**src/rtl/prio_intc_pkg.sv**
```systemverilog
// Shared constants for the priority interrupt controller: FSM state encoding,
// register map, EOI command codes and the rotated-rank helper.
package prio_intc_pkg;

    localparam logic [1:0] ST_IDLE = 2'd0;
    localparam logic [1:0] ST_ACK1 = 2'd1;
    localparam logic [1:0] ST_ACK2 = 2'd2;

    localparam logic [1:0] ADDR_CTRL = 2'd0;
    localparam logic [1:0] ADDR_IMR  = 2'd1;
    localparam logic [1:0] ADDR_CMD  = 2'd2;
    localparam logic [1:0] ADDR_BASE = 2'd3;

    localparam logic [2:0] CMD_NS_EOI = 3'b001;
    localparam logic [2:0] CMD_SP_EOI = 3'b011;

    localparam int CTRL_LTIM = 0;
    localparam int CTRL_AEOI = 1;
    localparam int CTRL_ROT  = 2;

    // Distance of id from the current highest-priority slot; smaller ranks higher.
    function automatic logic [4:0] prio_rank(input logic [3:0] id, input logic [3:0] ptr,
                                             input logic [4:0] n);
        logic [4:0] r;
        r = {1'b0, id} - {1'b0, ptr};
        if (id < ptr) r = r + n;
        return r;
    endfunction

endpackage

```
**src/rtl/prio_intc_resolver.sv**
```systemverilog
// Combinational rotated priority search: the first set request found walking
// upward (with wrap) from ptr wins.
module prio_intc_resolver
    import prio_intc_pkg::*;
#(
    parameter int NUM_IRQ = 8
) (
    input  logic [NUM_IRQ-1:0] req,
    input  logic [3:0]         ptr,
    output logic [3:0]         id,
    output logic               vld
);

    localparam logic [4:0] N5 = 5'(NUM_IRQ);

    logic [15:0] req16;
    logic [4:0]  idx;

    assign req16 = 16'(req);

    // Walk from lowest to highest priority so the last hit is the winner.
    always_comb begin
        id  = '0;
        vld = 1'b0;
        idx = '0;
        for (int i = NUM_IRQ - 1; i >= 0; i--) begin
            idx = {1'b0, ptr} + 5'(i);
            if (idx >= N5) idx = idx - N5;
            if (req16[idx[3:0]]) begin
                vld = 1'b1;
                id  = idx[3:0];
            end
        end
    end

endmodule

```
**src/rtl/prio_intc.sv**
```systemverilog
// Fully nested priority interrupt controller with two-pulse INTA handshake.
// Define PRIO_INTC_ROTATE_EN to enable automatic priority rotation (CTRL.ROT).
module prio_intc
    import prio_intc_pkg::*;
#(
    parameter int NUM_IRQ = 8,
    parameter int VEC_W   = 8
) (
    input  logic               clk,
    input  logic               reset,
    input  logic [NUM_IRQ-1:0] ir,
    input  logic               wr_en,
    input  logic               rd_en,
    input  logic [1:0]         addr,
    input  logic [15:0]        wdata,
    output logic [15:0]        rdata,
    input  logic               inta_n,
    output logic               int_o,
    output logic [VEC_W-1:0]   vec,
    output logic               vec_valid
);

    localparam logic [4:0] N5      = 5'(NUM_IRQ);
    localparam logic [3:0] SPUR_ID = 4'(NUM_IRQ - 1);

    logic [1:0]         state_q;
    logic [NUM_IRQ-1:0] irr_q, isr_q, ir_q;
    logic [15:0]        imr_q, base_q, rdata_q;
    logic [2:0]         ctrl_q;
    logic [3:0]         ptr_q, id_q;
    logic               spur_q, inta_q, vec_valid_q;
    logic [VEC_W-1:0]   vec_q;

    logic [NUM_IRQ-1:0] irr, elig, isr_n, irr_clr;
    logic [15:0]        isr16;
    logic [3:0]         w_id, s_id, eoi_id, ptr_n;
    logic [4:0]         eoi_inc;
    logic               w_vld, s_vld, int_raw, inta_edge, ack1, ack2;
    logic               eoi_ns, eoi_sp, sp_ok, eoi_hit;

    function automatic logic [NUM_IRQ-1:0] onehot(input logic [3:0] id);
        logic [15:0] t;
        t = 16'd1 << id;
        return t[NUM_IRQ-1:0];
    endfunction

    assign irr  = ctrl_q[CTRL_LTIM] ? ir : irr_q;
    assign elig = irr & ~imr_q[NUM_IRQ-1:0];

    prio_intc_resolver #(.NUM_IRQ(NUM_IRQ)) u_req_res (
        .req(elig), .ptr(ptr_q), .id(w_id), .vld(w_vld)
    );

    prio_intc_resolver #(.NUM_IRQ(NUM_IRQ)) u_isr_res (
        .req(isr_q), .ptr(ptr_q), .id(s_id), .vld(s_vld)
    );

    assign int_raw   = w_vld && (!s_vld || prio_rank(w_id, ptr_q, N5) < prio_rank(s_id, ptr_q, N5));
    assign inta_edge = !inta_n && inta_q;
    assign ack1      = (state_q == ST_IDLE) && inta_edge;
    assign ack2      = (state_q == ST_ACK1) && inta_edge;

    assign eoi_ns = wr_en && (addr == ADDR_CMD) && (wdata[15:13] == CMD_NS_EOI);
    assign eoi_sp = wr_en && (addr == ADDR_CMD) && (wdata[15:13] == CMD_SP_EOI);
    assign isr16  = 16'(isr_q);
    assign sp_ok  = ({1'b0, wdata[3:0]} < N5) && isr16[wdata[3:0]];

    // Acknowledge updates first, then any EOI command written in the same cycle.
    always_comb begin
        isr_n   = isr_q;
        irr_clr = '0;
        eoi_hit = 1'b0;
        eoi_id  = '0;
        if (ack1 && w_vld) begin
            isr_n   = isr_n | onehot(w_id);
            irr_clr = onehot(w_id);
        end
        if (ack2 && ctrl_q[CTRL_AEOI] && !spur_q) begin
            isr_n   = isr_n & ~onehot(id_q);
            eoi_hit = 1'b1;
            eoi_id  = id_q;
        end
        if (eoi_ns && s_vld) begin
            isr_n   = isr_n & ~onehot(s_id);
            eoi_hit = 1'b1;
            eoi_id  = s_id;
        end else if (eoi_sp && sp_ok) begin
            isr_n   = isr_n & ~onehot(wdata[3:0]);
            eoi_hit = 1'b1;
            eoi_id  = wdata[3:0];
        end
    end

    assign eoi_inc = {1'b0, eoi_id} + 5'd1;
    assign ptr_n   = (eoi_inc == N5) ? 4'd0 : eoi_inc[3:0];

    always_ff @(posedge clk) begin
        if (reset) begin
            state_q     <= ST_IDLE;
            irr_q       <= '0;
            isr_q       <= '0;
            ir_q        <= '0;
            ctrl_q      <= '0;
            imr_q       <= '1;
            base_q      <= '0;
            ptr_q       <= '0;
            id_q        <= '0;
            spur_q      <= 1'b0;
            inta_q      <= 1'b1;
            vec_q       <= '0;
            vec_valid_q <= 1'b0;
            rdata_q     <= '0;
        end else begin
            ir_q        <= ir;
            inta_q      <= inta_n;
            // A new edge wins over an acknowledge clear of the same bit.
            irr_q       <= ctrl_q[CTRL_LTIM] ? '0 : ((irr_q & ~irr_clr) | (ir & ~ir_q));
            isr_q       <= isr_n;
            vec_valid_q <= 1'b0;
            if (eoi_hit && ctrl_q[CTRL_ROT]) ptr_q <= ptr_n;

            case (state_q)
                ST_IDLE: if (inta_edge) begin
                    state_q <= ST_ACK1;
                    id_q    <= w_vld ? w_id : SPUR_ID;
                    spur_q  <= !w_vld;
                end
                ST_ACK1: if (inta_edge) begin
                    state_q     <= ST_ACK2;
                    vec_q       <= VEC_W'(base_q + {12'd0, id_q});
                    vec_valid_q <= 1'b1;
                end
                default: state_q <= ST_IDLE;
            endcase

            if (wr_en) begin
                case (addr)
`ifdef PRIO_INTC_ROTATE_EN
                    ADDR_CTRL: ctrl_q <= wdata[2:0];
`else
                    ADDR_CTRL: ctrl_q <= {1'b0, wdata[1:0]};
`endif
                    ADDR_IMR:  imr_q  <= wdata;
                    ADDR_BASE: base_q <= wdata;
                    default: ;
                endcase
            end

            if (rd_en) begin
                case (addr)
                    ADDR_CTRL: rdata_q <= 16'(irr);
                    ADDR_IMR:  rdata_q <= imr_q;
                    ADDR_CMD:  rdata_q <= 16'(isr_q);
                    default:   rdata_q <= base_q;
                endcase
            end
        end
    end

    assign int_o     = int_raw && (state_q == ST_IDLE) && !reset;
    assign vec       = vec_q;
    assign vec_valid = vec_valid_q;
    assign rdata     = rdata_q;

endmodule

```
**config.mk**
```make
export PLATFORM = sky130hd
export DESIGN_NAME = prio_intc
export DESIGN_NICKNAME = d
export VERILOG_FILES = /design/src/rtl/prio_intc_pkg.sv /design/src/rtl/prio_intc_resolver.sv /design/src/rtl/prio_intc.sv
export SDC_FILE = /design/constraint.sdc
export NUM_CORES = 1
export LEC_CHECK = 0
export BUFFER_PORTS_ARGS = -buffer_cell sky130_fd_sc_hd__buf_2
export CORE_MARGIN = 2
export CORE_UTILIZATION = 57
export DETAILED_ROUTE_END_ITERATION = 16
export GPL_ROUTABILITY_DRIVEN = 1
export GPL_TIMING_DRIVEN = 0
export PLACE_DENSITY_LB_ADDON = 0.08
export SKIP_CTS_REPAIR_TIMING = 1
export SYNTH_ARGS = -nofsm -noshare
export SYNTH_HDL_FRONTEND = slang
export SYNTH_HIERARCHICAL = 1
export SYNTH_SLANG_ARGS = --single-unit
```
**constraint.sdc**
```tcl
create_clock -name clk -period 7.55 [get_ports clk]
set_input_delay 0.755 -clock clk [delete_from_list [all_inputs] [get_ports clk]]
set_output_delay 0.755 -clock clk [all_outputs]
set_load 0.005 [all_outputs]
```
==> results.toml, run 1 <==
[timing]
max_slew_margin_pct = 21.6
rsz0062_at_grt = "no"
fin_ws_ns = 2.32
drv_slew = 0
fmax_mhz = 191
worst_pin_slew_ns = 1.17
period_minus_slack_ns = 5.23
finalCritPeriodShare_pct = 69.3
setup_viol = 0
finClkSkew_ns = 0.00754
tns_ns = 0
hold_viol = 0

[placed_design]
post_dp_cell_area_sq_mm = 0.00719
io_buffers = 52
pre_cts_slack_ns = 2.59
gp_congestion = 1.03
dpl.hpwl_microns = 14500

[drt]
wirelength_microns = 19700
wire_per_inst_microns = 19.2
drt-vias-per-instance = 6.43
drtAntennaViolNets = 0
vias = 6574
drcViolationCount = 0
drtIter0Drc = 666
drt_pass1_iterations = 5

[cts]
h-tree-depth = 3
root_buffer = "clkbuf_16"
insertion_delay_ns = 0.35
cts.sinks = 91
cts_tree = "yes"
cts_buffers = 9
path_clk_slew_ns = 0.06
cts_buffer_depth = 2

[setup_path]
slowest_stage = "a311oi_1"
cp_max_fo = 10
r2r_start = "ctrl_q[0]"
cp-start-kind = "flip-flop"
r2r_end = "isr_q[4]"
cp-end-kind = "output port"
path_depth = 14
path_class = "flip-flop to output port"
cp-endpoint = "int_o"
startpoint = "ctrl_q[0]"
critPathRequiredTime_ns = 6.80
arrival_ns = 4.48
crit_buf_inv = 2
crit_family = "compound AO/OA/AOI/OAI gates"
cp_slowest_stage_delay_ns = 0.94
crit_chain = "buf_2 > mux2i_1 > nor2_1 > mux2_2 > o221ai_1 > a311oi_1 > o21bai_1 > a211o_1 > a41oi_2 > ha_1 > a21o_1 > a21o_1 > a31oi_1 > buf_2"
r2r_slack_ns = 2.85
reg2reg_depth = 14

[finish]
layout.nets = 935
multi_input_area_sq_mm = 0.00463
stdcell_area_sq_mm = 0.00749
seqCellArea_sq_mm = 0.00182
antenna-diode-count = 0
filler_cell_count = 977
syn2layout_area_growth_pct = 13.1
drive_gt1_share_pct = 16.3

[grt]
grt_pass1_wl_microns = 32300
globalRouteTotalUtil_pct = 31.7
grt_pass1_vias = 6345
grt_overflow_total = 0
antenna_found_initial = 0
grt_max_degree = 15

[synth]
synth_edf_count = 0
synthesis.area_sq_mm = 0.00662
netlist_top_cells_area = "dfxtp_1, nand2_1, ha_1"
synth.most_common_cell = "nand2_1"
yosysTopAreaCell = "dfxtp_1"
yosys_warnings = 6
synth_commonest_cells = "nand2_1, dfxtp_1, a21oi_1"
synthCells = 776
synth_top_area_share_pct = 27.5
synth_seq_cells = 91
ys_types = 69
synth.avg_cell_area_sq_um = 8.54
yosysSeqAreaShare_pct = 27.5
synth-async-reset-ratio_pct = 0
synth_ff_type = "dfxtp_1"

[power_and_ir_drop]
max-vdd-ir-drop_mv = 0.189
total_power_mw = 1.29
leakage_nw = 3.21
power_density_mw_per_mm2 = 172

[floorplan]
die_x_microns = 112
ios = 57
initial_core_util_pct = 58.3
num_rows = 39
die_y_microns = 112
dieArea_sq_mm = 0.0125
coreArea_sq_mm = 0.0114

[run]
drv_cap = 0

[run_status]
status = "finished clean"

[min_path]
holdCritPathClass = "flip-flop to flip-flop"
[cell usage in the layout (no fill, tap or decap), types with 10 or more instances in the layout]
cell,instances
a21oi_1,57
o211ai_1,11
o31ai_1,11
inv_1,23
mux2_2,23
mux4_2,13
nand2b_1,17
nand3_1,31
dfxtp_1,91
nand2_1,98
o21ai_0,28
o211a_1,10
nor2b_1,16
clkbuf_1,34
xnor2_1,11
nor3_1,17
mux2i_1,25
buf_2,62
conb_1,38
nor2_1,50
ha_1,29
[metal layers]
layer	wire length, microns	vias up	share of wire, %	global-route usage, %
met3	1330	68	6.7	4.35
met1	8310	3147	42	40.9
met4	660	0	3.4	13.5
met2	9370	322	48	53.5
met5	0	-	0	0
li1	-	3037	-	-
[registers in the layout (all words and copies together) (netlist names), 4 cells and up]
name and cells:
irr_q 8, vec 8, rdata 16, id_q 4, ir_q 8, base_q 16
isr_q 8, imr_q 16
[worst reg2reg max path, delay by kind of cell (launching register included)]
| kind | cells | cell delay (ns) |
|---|---|---|
| and+or+nand+nor | 7 | 2.05 |
| buffers and inverters | 2 | 0.48 |
| DFF | 1 | 0.30 |
| AOI/OAI and AO/OA | 3 | 1.33 |
| muxes | 2 | 0.47 |
[through the flow]
stage | utilization [%] | hold WS, ns | instances
global route | 65.9 | 0.482 | 1022
global placement | 63.3 | 0.438 | 1006
CTS | 65.9 | 0.454 | 1022
floorplan | - | 0.433 | 811
finish | 65.9 | 0.451 | 1022
detailed placement | 63.3 | 0.445 | 1006
[cells by family after synthesis]
kind of cell               count (synthesis)  synth area share, %
muxes                                     75                 16.5
AOI/OAI and AO/OA                        208                 22.0
buffers and inverters                     71                 4.55
xor gates and xnor gates                  17                 2.25
and+or+nand+nor                          281                 21.2
adders and majority gates                 30                 5.78
other                                      3                0.170
DFF                                       91                 27.5
[area by class of cell]
cell class                 instances  share of cell area (%)
multi-input combinational        649                    61.8
sequential                        91                    24.3
timing repair buffer              52                    3.47
clock buffer                      13                    3.34
buffer                            47                    2.82
tap                              143                    2.39
inverter                          24                    1.20
clock inverter                     3                   0.618
[power by group]
group / leakage [nW] / switching (mW) / total (mW) / internal, mW
Clock: 0.140 / 0.189 / 0.456 / 0.267
Combinational: 2.33 / 0.182 / 0.303 / 0.121
Sequential: 0.746 / 0.0215 / 0.527 / 0.506
[worst min-delay path by stage]
stage / start / end / slack [ns] / cells after the start
2_1_floorplan: base_q[10] / base_q[10] / 0.43 / 2
3_3_place_gp: base_q[10] / base_q[10] / 0.44 / 2
3_5_place_dp: base_q[8] / base_q[8] / 0.45 / 2
4_1_cts: base_q[8] / base_q[8] / 0.45 / 2
5_1_grt: base_q[8] / base_q[8] / 0.48 / 2
6_report: base_q[8] / base_q[8] / 0.45 / 2
Power figures use the tool's default switching activity.
==> inputs of run 2 (changes only) <==
--- a/config.mk
+++ b/config.mk
@@ -7,7 +7,7 @@
 export LEC_CHECK = 0
 export BUFFER_PORTS_ARGS = -buffer_cell sky130_fd_sc_hd__buf_2
 export CORE_MARGIN = 2
-export CORE_UTILIZATION = 57
+export CORE_UTILIZATION = 55
 export DETAILED_ROUTE_END_ITERATION = 16
 export GPL_ROUTABILITY_DRIVEN = 1
 export GPL_TIMING_DRIVEN = 0
==> constraint.sdc (replaced) <==
create_clock -name clk -period 4.45 [get_ports clk]
set_input_delay 0.445 -clock clk [delete_from_list [all_inputs] [get_ports clk]]
set_output_delay 0.445 -clock clk [all_outputs]
set_load 0.005 [all_outputs]
==> run 2 against run 1 <==
Via count down 2.7%. Combinational power grew 79%. Core utilization shrank 1.7 points. Sequential cell count unchanged. Clock power increased by 67%. Die area increased by 3.5%. Worst setup slack got worse by 2.2 ns. Final cell count grew 0.88%. Highest routed layer unchanged.
==> results.toml, run 2 (same netlist as run 1, synthesis figures left out) <==
[finish]
layout_commonest_cell = "nand2_1"
syn2layout_area_growth_pct = 15.0
filler_cell_count = 1061
final_cell_mix = "nand2_1, dfxtp_1, buf_2"
final_util_pct = 64.2
drive_gt1_share_pct = 18.3
antenna-diode-count = 0
layout.nets = 941

[timing]
setup_viol = 0
finClkSkew_ns = 0.00607
drv_slew = 0
period_minus_slack_ns = 4.38
fmax_mhz = 228
fin_ws_ns = 0.0660
worst_pin_slew_ns = 1.02
hold_viol = 0
tns_ns = 0
finalCritPeriodShare_pct = 98.5
max_slew_margin_pct = 31.5

[setup_path]
crit_buf_inv = 2
crit_chain = "buf_6 > mux2i_4 > nor2_2 > mux2_4 > mux4_2 > and2_4 > or2_4 > a211o_1 > a41oi_4 > ha_4 > a21o_1 > a21o_1 > a31oi_1 > buf_2"
cp_max_fo = 7
cp_slowest_stage_delay_ns = 0.45
slowest_stage = "mux4_2"
arrival_ns = 3.94
critPathRequiredTime_ns = 4.01
cp-end-kind = "output port"
path_class = "flip-flop to output port"
crit_family = "compound AO/OA/AOI/OAI gates"
cpMostUsedCell = "a21o_1"
cp-start-kind = "flip-flop"
r2r_slack_ns = 0.31

[power_and_ir_drop]
max-vdd-ir-drop_mv = 0.253
clockPowerShare_pct = 34.7
power.switching_mw = 0.654
switching_share_pct = 29.7
seqPwrFrac_pct = 40.7
p_comb_share_pct = 24.6
p_int_mw = 1.54
power_density_mw_per_mm2 = 289
leakage_nw = 3.26

[cts]
h-tree-depth = 3
root_buffer = "clkbuf_16"
cts_tree = "yes"
path_clk_slew_ns = 0.06
insertion_delay_ns = 0.34
cts_buffers = 9
cts_buffer_depth = 2
cts.sinks = 91

[drt]
drtAntennaViolNets = 0
drcViolationCount = 0
wirelength_microns = 19400
wire_per_inst_microns = 18.8
drtIter0Drc = 572
drt_pass1_iterations = 5
vias = 6396
drt-vias-per-instance = 6.20

[placed_design]
io_buffers = 52
pre_cts_slack_ns = -0.182
dpl.hpwl_microns = 14500
gp_congestion = 0.993

[floorplan]
initial_core_util_pct = 55.8
num_rows = 40
dieArea_sq_mm = 0.0129
die_x_microns = 114
coreArea_sq_mm = 0.0119
die_y_microns = 114
ios = 57

[grt]
grt_pass1_wl_microns = 30800
grt_overflow_total = 0
antenna_found_initial = 0
grt_pass1_vias = 6129
grt_max_degree = 14
globalRouteTotalUtil_pct = 29.9

[run]
drv_cap = 0

[min_path]
holdCritPathClass = "primary input to flip-flop"

[run_status]
status = "finished clean"
## run 2: cell types whose count changed in the layout (fill, tap and decap cells not counted), moves of 2 or more
| cell | before | now |
|---|---|---|
| clkbuf_1 | 34 | 32 |
| nor2_1 | 50 | 47 |
| mux2i_1 | 25 | 23 |
| buf_4 | 2 | 7 |
| nor2_2 | 0 | 3 |
## run 2: metrics by stage
step	total power, mW	cells	instance area [sq um]	hold WS, ns
2_1_floorplan	1.26	811	6760	0.433
3_3_place_gp	1.37	1010	7200	0.438
3_5_place_dp	1.38	1010	7200	0.446
4_1_cts	2.14	1025	7490	0.324
5_1_grt	2.29	1031	7620	0.340
6_report	2.20	1031	7620	0.328
## run 2: layout make-up
cell class	count	area [sq um]	area share (%)
multi-input cells	649	4700	61.7
clock inverters	2	35.0	0.460
clock buffers	13	260	3.42
repair buffers	58	303	3.98
inverters	24	90.1	1.18
plain buffers	47	219	2.87
flip-flops and latches	91	1820	23.9
well taps	147	184	2.41
## run 2: final timing paths
| kind | startpoint | endpoint | depth (start not counted) |
|---|---|---|---|
| worst max-delay path | ctrl_q[0] | int_o | 14 |
| worst min register to register | base_q[13] | base_q[13] | 2 |
| worst min-delay path | inta_n | inta_q | 2 |
| worst max register to register | ctrl_q[0] | isr_q[4] | 14 |
## run 2: power groups by stage
| stage | clock, mW | sequential, mW | combinational [mW] |
|---|---|---|---|
| floorplan | 0 | 0.900 | 0.360 |
| global placement | 0 | 0.907 | 0.464 |
| detailed placement | 0 | 0.910 | 0.474 |
| CTS | 0.767 | 0.892 | 0.478 |
| global route | 0.795 | 0.898 | 0.592 |
| finish | 0.763 | 0.894 | 0.541 |
## run 2: metal layers
layer	global-route usage [%]	part of all wire (%)	vias up
met5	0	0	-
met4	13.0	3.0	0
met3	4.25	6.9	53
met2	51.5	48	274
met1	37.6	42	3019
li1	-	-	3050
